==> src/rtl/logic_chan_bank.sv <==
// logic_chan_bank: NUM_CH-channel holding-register bank with load/shift writes, registered reads and sequenced clear.
module logic_chan_bank #(
  parameter int WIDTH = 4,
  parameter int NUM_CH = 4,
  localparam int CH_W = (NUM_CH > 1) ? $clog2(NUM_CH) : 1
) (
  input  logic              clk,
  input  logic              rst,
  input  logic              clr,
  input  logic              wr_valid,
  output logic              wr_ready,
  input  logic              wr_mode,
  input  logic [CH_W-1:0]   wr_ch,
  input  logic [WIDTH-1:0]  wr_data,
  input  logic              rd_en,
  input  logic [CH_W-1:0]   rd_ch,
  output logic              rd_ack,
  output logic              rd_hit,
  output logic [WIDTH-1:0]  rd_data,
  output logic [NUM_CH-1:0] ch_valid,
  output logic [NUM_CH-1:0] en,
  output logic              err
);
  typedef enum logic {IDLE, CLEAR} state_t;
  state_t state_q, state_d;
  logic [CH_W-1:0] idx_q, idx_d;
  logic [NUM_CH-1:0][WIDTH-1:0] data_q, data_d;
  logic [NUM_CH-1:0] ch_valid_q, ch_valid_d;
  logic rd_ack_q, rd_ack_d, rd_hit_q, rd_hit_d, err_q, err_d, wr_ok, wr_hit;
  logic [WIDTH-1:0] rd_data_q, rd_data_d;
  assign wr_ready = (state_q == IDLE) && !clr;
  assign wr_ok = wr_valid && wr_ready;
  assign rd_ack = rd_ack_q;
  assign rd_hit = rd_hit_q;
  assign rd_data = rd_data_q;
  assign ch_valid = ch_valid_q;
  assign err = err_q;
  always_comb begin
    state_d = state_q;
    idx_d = idx_q;
    data_d = data_q;
    ch_valid_d = ch_valid_q;
    wr_hit = 1'b0;
    rd_ack_d = rd_en;
    rd_hit_d = 1'b0;
    rd_data_d = '0;
    for (int i = 0; i < NUM_CH; i++) begin
      en[i] = data_q[i][0] & ch_valid_q[i];
      // reads sample the current contents, so a same-cycle write is not visible
      if (rd_en && rd_ch == CH_W'(i) && ch_valid_q[i]) begin
        rd_hit_d = 1'b1;
        rd_data_d = data_q[i];
      end
      if (wr_ch == CH_W'(i)) wr_hit = 1'b1;
      if (wr_ok && wr_ch == CH_W'(i)) begin
        data_d[i] = wr_mode ? {(ch_valid_q[i] ? data_q[i][WIDTH-2:0] : {(WIDTH-1){1'b0}}), wr_data[0]} : wr_data;
        ch_valid_d[i] = 1'b1;
      end
      if (state_q == CLEAR && idx_q == CH_W'(i)) begin
        data_d[i] = '0;
        ch_valid_d[i] = 1'b0;
      end
    end
    err_d = wr_ok && !wr_hit;
    if (state_q == IDLE && clr) begin
      state_d = CLEAR;
      idx_d = '0;
    end
    if (state_q == CLEAR) begin
      idx_d = idx_q + 1'b1;
      state_d = (idx_q == CH_W'(NUM_CH - 1)) ? IDLE : CLEAR;
    end
  end
  always_ff @(posedge clk or posedge rst) begin
    if (rst) begin
      state_q <= IDLE;
      idx_q <= '0;
      data_q <= '0;
      ch_valid_q <= '0;
      rd_ack_q <= 1'b0;
      rd_hit_q <= 1'b0;
      rd_data_q <= '0;
      err_q <= 1'b0;
    end else begin
      state_q <= state_d;
      idx_q <= idx_d;
      data_q <= data_d;
      ch_valid_q <= ch_valid_d;
      rd_ack_q <= rd_ack_d;
      rd_hit_q <= rd_hit_d;
      rd_data_q <= rd_data_d;
      err_q <= err_d;
    end
  end
endmodule

==> config.mk <==
export PLATFORM = sky130hd
export DESIGN_NAME = logic_chan_bank
export DESIGN_NICKNAME = d
export VERILOG_FILES = /design/src/rtl/logic_chan_bank.sv
export SDC_FILE = /design/constraint.sdc
export NUM_CORES = 1
export LEC_CHECK = 0
export BUFFER_PORTS_ARGS = -buffer_cell sky130_fd_sc_hd__buf_2
export CORE_MARGIN = 2
export CORE_UTILIZATION = 26
export DETAILED_ROUTE_END_ITERATION = 7
export GPL_ROUTABILITY_DRIVEN = 0
export GPL_TIMING_DRIVEN = 0
export HOLD_SLACK_MARGIN = 0.02
export PLACE_DENSITY = 0.56
export SYNTH_ARGS = -nofsm -noshare
export SYNTH_HDL_FRONTEND = slang
export SYNTH_SLANG_ARGS = --single-unit
==> constraint.sdc <==
create_clock -name clk -period 1.45 [get_ports clk]
set_clock_uncertainty 0.15 [all_clocks]
set_input_delay 0.0725 -clock clk [delete_from_list [all_inputs] [get_ports clk]]
set_output_delay 0.0725 -clock clk [all_outputs]
set_load 0.01 [all_outputs]
After elaboration in Yosys (flattened, before gate mapping)
Cells that the tools add are included.

word-level totals
  word-level logic and storage cells = 100
  bits in registers = 30
  output and inout bits = 16
  bits of input ports = 14

cells by class
  equality and inequality tests = 9
  reduce and logical (&&, ||, !) cells = 30
  bitwise logic cells = 5
  $add $sub $neg = 1
  mux-type cells = 41

operator list
  cell                                                              number
  4-bit 2-to-1 mux                                                  16
  1-bit logical AND                                                 20
  1-bit 2-to-1 mux                                                  19
  2-bit == test (second input constant)                             6
  3-bit 2-to-1 mux                                                  4
  2-bit nonzero test                                                5
  2-bit by 1-bit == test with 1-bit output (second input constant)  3
  2-bit zero test                                                   3
  1-bit AND                                                         4
  2-bit 2-to-1 mux                                                  2
  2-bit by 1-bit adder with 2-bit output (second input constant)    1
  1-bit zero test                                                   2
  1-bit inverter                                                    1

Logic depth before layout (Yosys ltp)
  word-level depth = 7
  depth in mapped cells = 5
  depth with buffers taken out = 5

Worst setup path before layout
OpenSTA, ideal clock, no wires.

  path type = flip-flop to flip-flop
  start point = register ch_valid_q[2] (netlist: ch_valid[2])
  end point = register rd_data_q[0] (netlist: rd_data[0])
  library setup time = 119 ps
  path buffers = 0
  slack = -71 ps
  cell stages (with the launch flop) = 4
  clock period less this slack = 1,521 ps
  required time = 1,181 ps
  arrival = 1,252 ps
  cells stage by stage = dfrtp_1 > and2_1 > mux4_2 > and2_1

between the ends
  cells in the longest elaborated chain, start to end = 3

RTL lines
  item                            RTL line  RTL
  start: declaration              28        logic [NUM_CH-1:0] ch_valid_q, ch_valid_d;
  start signal: assignment        88        ch_valid_q <= ch_valid_d;
  1-bit logical AND               50        if (rd_en && rd_ch == CH_W'(i) && ch_valid_q[i]) begin
  4-bit 2-to-1 mux (2 in series)  50
  net rd_data_d[0]                30        logic [WIDTH-1:0] rd_data_q, rd_data_d;
  end signal: assignment          91        rd_data_q <= rd_data_d;
  end: declaration                30

The timed path passes the listed nets, and every way through them passes these cells.
A chain may end at the register's enable or synchronous reset.

Worst setup path after layout
  start point = register state_q
  end point = register data_q[1] in the netlist's numbering

between the ends
  cells in the longest elaborated chain, start to end = 5
  elaborated cells on any way between the ends = 7
  those cells by class = mux (1); bitwise (1); reduce/logical (5)

RTL lines
  item                          RTL line  RTL
  start: declaration            25        state_t state_q, state_d;
  start signal: assignment      85        state_q <= state_d;
  1-bit inverter                31        assign wr_ready = (state_q == IDLE) && !clr;
  1-bit logical AND             31
  1-bit logical AND             32        assign wr_ok = wr_valid && wr_ready;
  1-bit logical AND             55        if (wr_ok && wr_ch == CH_W'(i)) begin
  2-bit nonzero test (no line)  n/a
  end signal: assignment        87        data_q <= data_d;
  end: declaration              27        logic [NUM_CH-1:0][WIDTH-1:0] data_q, data_d;

Parallel ways exist; a longest one is shown, timed or not.

==> results.py <==
metrics = {
    "outcome": {
        "status": "finished, violations left",
        "violations": "hold timing, setup timing",
    },
    "power_and_ir_drop": {
        "p_seq_frac": 0.401,
        "p_int_mw": 1.80,
        "clkPwrFrac": 0.264,
        "p_leak_nw": 1.04,
        "power_density_nw_per_um2": 1340,
        "peakVddDrop_uv": 755,
        "combPwrFrac": 0.335,
        "p_sw_mw": 0.950,
        "sw_frac_of_total": 0.346,
    },
    "synth": {
        "yosysWarningCount": 0,
        "avgSynthCellArea_um2": 10.9,
        "synth_cell_type_count": 31,
        "syn-cell-area_um2": 1520,
        "ys_ff_latch": 30,
        "syn_inst": 139,
        "synth-seq-area-share": 0.494,
        "synthesis.nets": 157,
    },
    "cts": {
        "path_clk_slew_ps": 70,
        "clkLatencyLatePin_ps": 290,
        "cts_root_buf": "clkbuf_8",
        "clk_path_buf_depth": 2,
        "h-tree-depth": 2,
        "cts.sinks": 30,
        "cts_tree": "built",
        "cts_made_buffers": 5,
    },
    "timing": {
        "worst_slack_ps": -8.42,
        "hold_viol_final": 30,
        "final_max_slew_viol_count": 0,
        "fmax_mhz": 686,
        "setup_viol": 2,
        "tightest_slew_ps": 1150,
        "holdWs_ps": -85.1,
        "rsz0062_at_grt": "true",
        "relSlewSlack": 0.230,
        "fin_crit_sh": 1.01,
        "layout_min_cycle_time_ps": 1460,
    },
    "detailed_routing": {
        "vias": 1247,
        "drtIter0Drc": 46,
        "ant_nets": 0,
        "wl_per_cell_um": 14.7,
        "wirelength_um": 3900,
        "routed_via_density": 4.69,
        "firstDrtPassIters": 4,
        "drc_errors": 0,
    },
    "die": {
        "die_area_um2": 6470,
        "die_y_um": 80.5,
        "core_area_um2": 5570,
        "io-pin-count": 30,
        "die_w_um": 80.5,
        "row_count": 27,
        "initial_core_util": 0.273,
    },
    "setup_path": {
        "end_kind": "flop",
        "cp-start-kind": "flop",
        "worstPathRequired_ps": 1520,
        "crit_type": "flop to flop",
        "critPathMaxFanout": 5,
        "crit_arrival_ps": 1530,
    },
    "placed_design": {
        "placed_cells": 240,
        "pre_cts_ws_ps": -105,
        "dp_hpwl_um": 2660,
        "port_buffers": 29,
    },
    "cells_and_area": {
        "fill_cells": 588,
        "stdcell_count": 266,
        "nets": 211,
        "insertedDiodeCount": 0,
        "drive_gt1_frac": 0.361,
        "syn2layout_area_growth_pct": 34.9,
    },
    "global_route": {
        "grt_use_met3": 0.0427,
        "grt_util_met2": 0.214,
        "grt_pass1_wl_um": 6510,
        "antenna_found_initial": 0,
        "busiest_layer": "met2",
        "gr-usage-met1": 0.172,
        "overflow": 0,
        "grt_start_max_net_pins": 31,
        "grt_usage": 0.135,
        "first_global_vias": 1306,
    },
    "flow_run": {
        "maxCapViolCount": 0,
    },
    "min_path": {
        "hold_class": "input port to async pin",
    },
}
==> what timing repair did <==
item | in CTS | in global routing
hold endpoints to repair | 43 | 0
resized for setup | 4 | 9
hold buffers | 5 | 0
setup endpoints to repair | 14 | 15
pin swaps | 4 | 6
buffers inserted | 9 | 4
==> synth_stat cells, drive strengths merged <==
cell / number / area [um2]
nor2: 1 / 11.3
nand4: 1 / 12.5
mux4: 2 / 48.8
nor2b: 4 / 25.0
and2: 6 / 45.1
a21oi: 6 / 30.0
and4b: 1 / 10.0
o21a: 2 / 15.0
nand2: 25 / 93.8
clkbuf: 1 / 3.75
inv: 6 / 22.5
and3b: 4 / 35.0
dfrtp: 30 / 751
o21ai: 1 / 5.00
mux2i: 17 / 170
a21boi: 1 / 7.51
mux2: 1 / 11.3
conb: 1 / 3.75
nor4b: 1 / 15.0
o22ai: 2 / 12.5
o211a: 1 / 10.0
buf: 4 / 25.0
a31oi: 12 / 75.1
nand3: 2 / 10.0
o211ai: 1 / 7.51
o31ai: 1 / 7.51
nand2b: 1 / 6.26
ha: 4 / 50.1
==> routing by layer <==
metal / share of wire / up-vias
met2: 0.44 / 39
li1: - / 598
met3: 0.059 / 8
met5: 0 / -
met4: 0.018 / 0
met1: 0.48 / 602
==> path summary, 6_finish.rpt <==
kind                            slack, ps     endpoint  cells past startpoint       from
worst min register to register        370    data_q[3]                      2  data_q[3]
min in group clk                       40   data_q[11]                      3    wr_mode
worst min-delay path                  -90  ch_valid[0]                      2        rst
worst max register to register         -8    data_q[1]                      4    state_q
worst max-delay path                   -8    data_q[1]                      4    state_q
max in group asynchronous             440  ch_valid[1]                      2        rst
==> flip-flops by register name, summed over array words and instances (netlist names) <==
| register | count |
|---|---|
| ch_valid | 4 |
| data_q | 16 |
| err | 1 |
| idx_q | 2 |
| rd_ack | 1 |
| rd_data | 4 |
| rd_hit | 1 |
| state_q | 1 |
==> stage by stage <==
stage	hold WS (ps)	utilization	cell area (um2)	total power, mW	setup TNS (ps)
3_3_place_gp	100	0.316	1760	1.78	-446
2_1_floorplan	-46.1	-	1530	1.55	-29.9
6_report	-85.1	0.368	2050	2.75	-12.2
4_1_cts	-5.47	0.358	1990	2.67	-20.2
3_5_place_dp	113	0.316	1760	1.81	-883
5_1_grt	44.6	0.368	2050	2.92	-582
==> power by group through the flow <==
stage	combinational (mW)	clock, mW	sequential [mW]
after detailed placement	0.628	0	1.18
final	0.922	0.726	1.10
after global placement	0.604	0	1.18
after global routing	1.02	0.779	1.12
after floorplan	0.403	0	1.15
after CTS	0.833	0.740	1.10
==> critical path, cell delays in order, from the launching register on <==
cell and delay (ps):
dfrtp_1 420, nor4b_4 300, nor2b_4 210, buf_6 130
mux2i_1 180
==> area by class of cell <==
type,instances,area [um2],area share
buffer,5,42.5,0.0207
clock buffer,6,82.6,0.0403
clock inverter,2,12.5,0.00610
inverter,6,22.5,0.0110
multi-input combinational,98,742,0.362
sequential,30,756,0.369
tap,72,90.1,0.0439
timing repair buffer,47,303,0.148
==> cells by family (layout without fill, tap and decap cells) <==
group	Yosys count	in the layout	share of synthesized area
fa+ha+maj	4	4	0.0329
other cells	1	1	0.00247
buf+inv	11	66	0.0337
simple gates	46	46	0.174
flops	30	30	0.494
compound gates	27	27	0.112
mux	20	20	0.151
==> placed cells by master, fill, tap and decap left out, types with 2 or more instances in the layout <==
cell type	count
a21oi_1	6
a31oi_1	12
and2_1	2
and2_4	4
and3b_1	4
buf_2	29
buf_4	11
buf_6	5
clkbuf_8	6
dfrtp_1	26
dfrtp_2	4
dlygate4sd3_1	5
ha_1	4
inv_1	6
mux2i_1	17
nand2_1	23
nand2_2	2
nand3_1	2
nor2b_1	3
o21a_1	2
o22ai_1	2
Power figures use the tool's default switching activity.
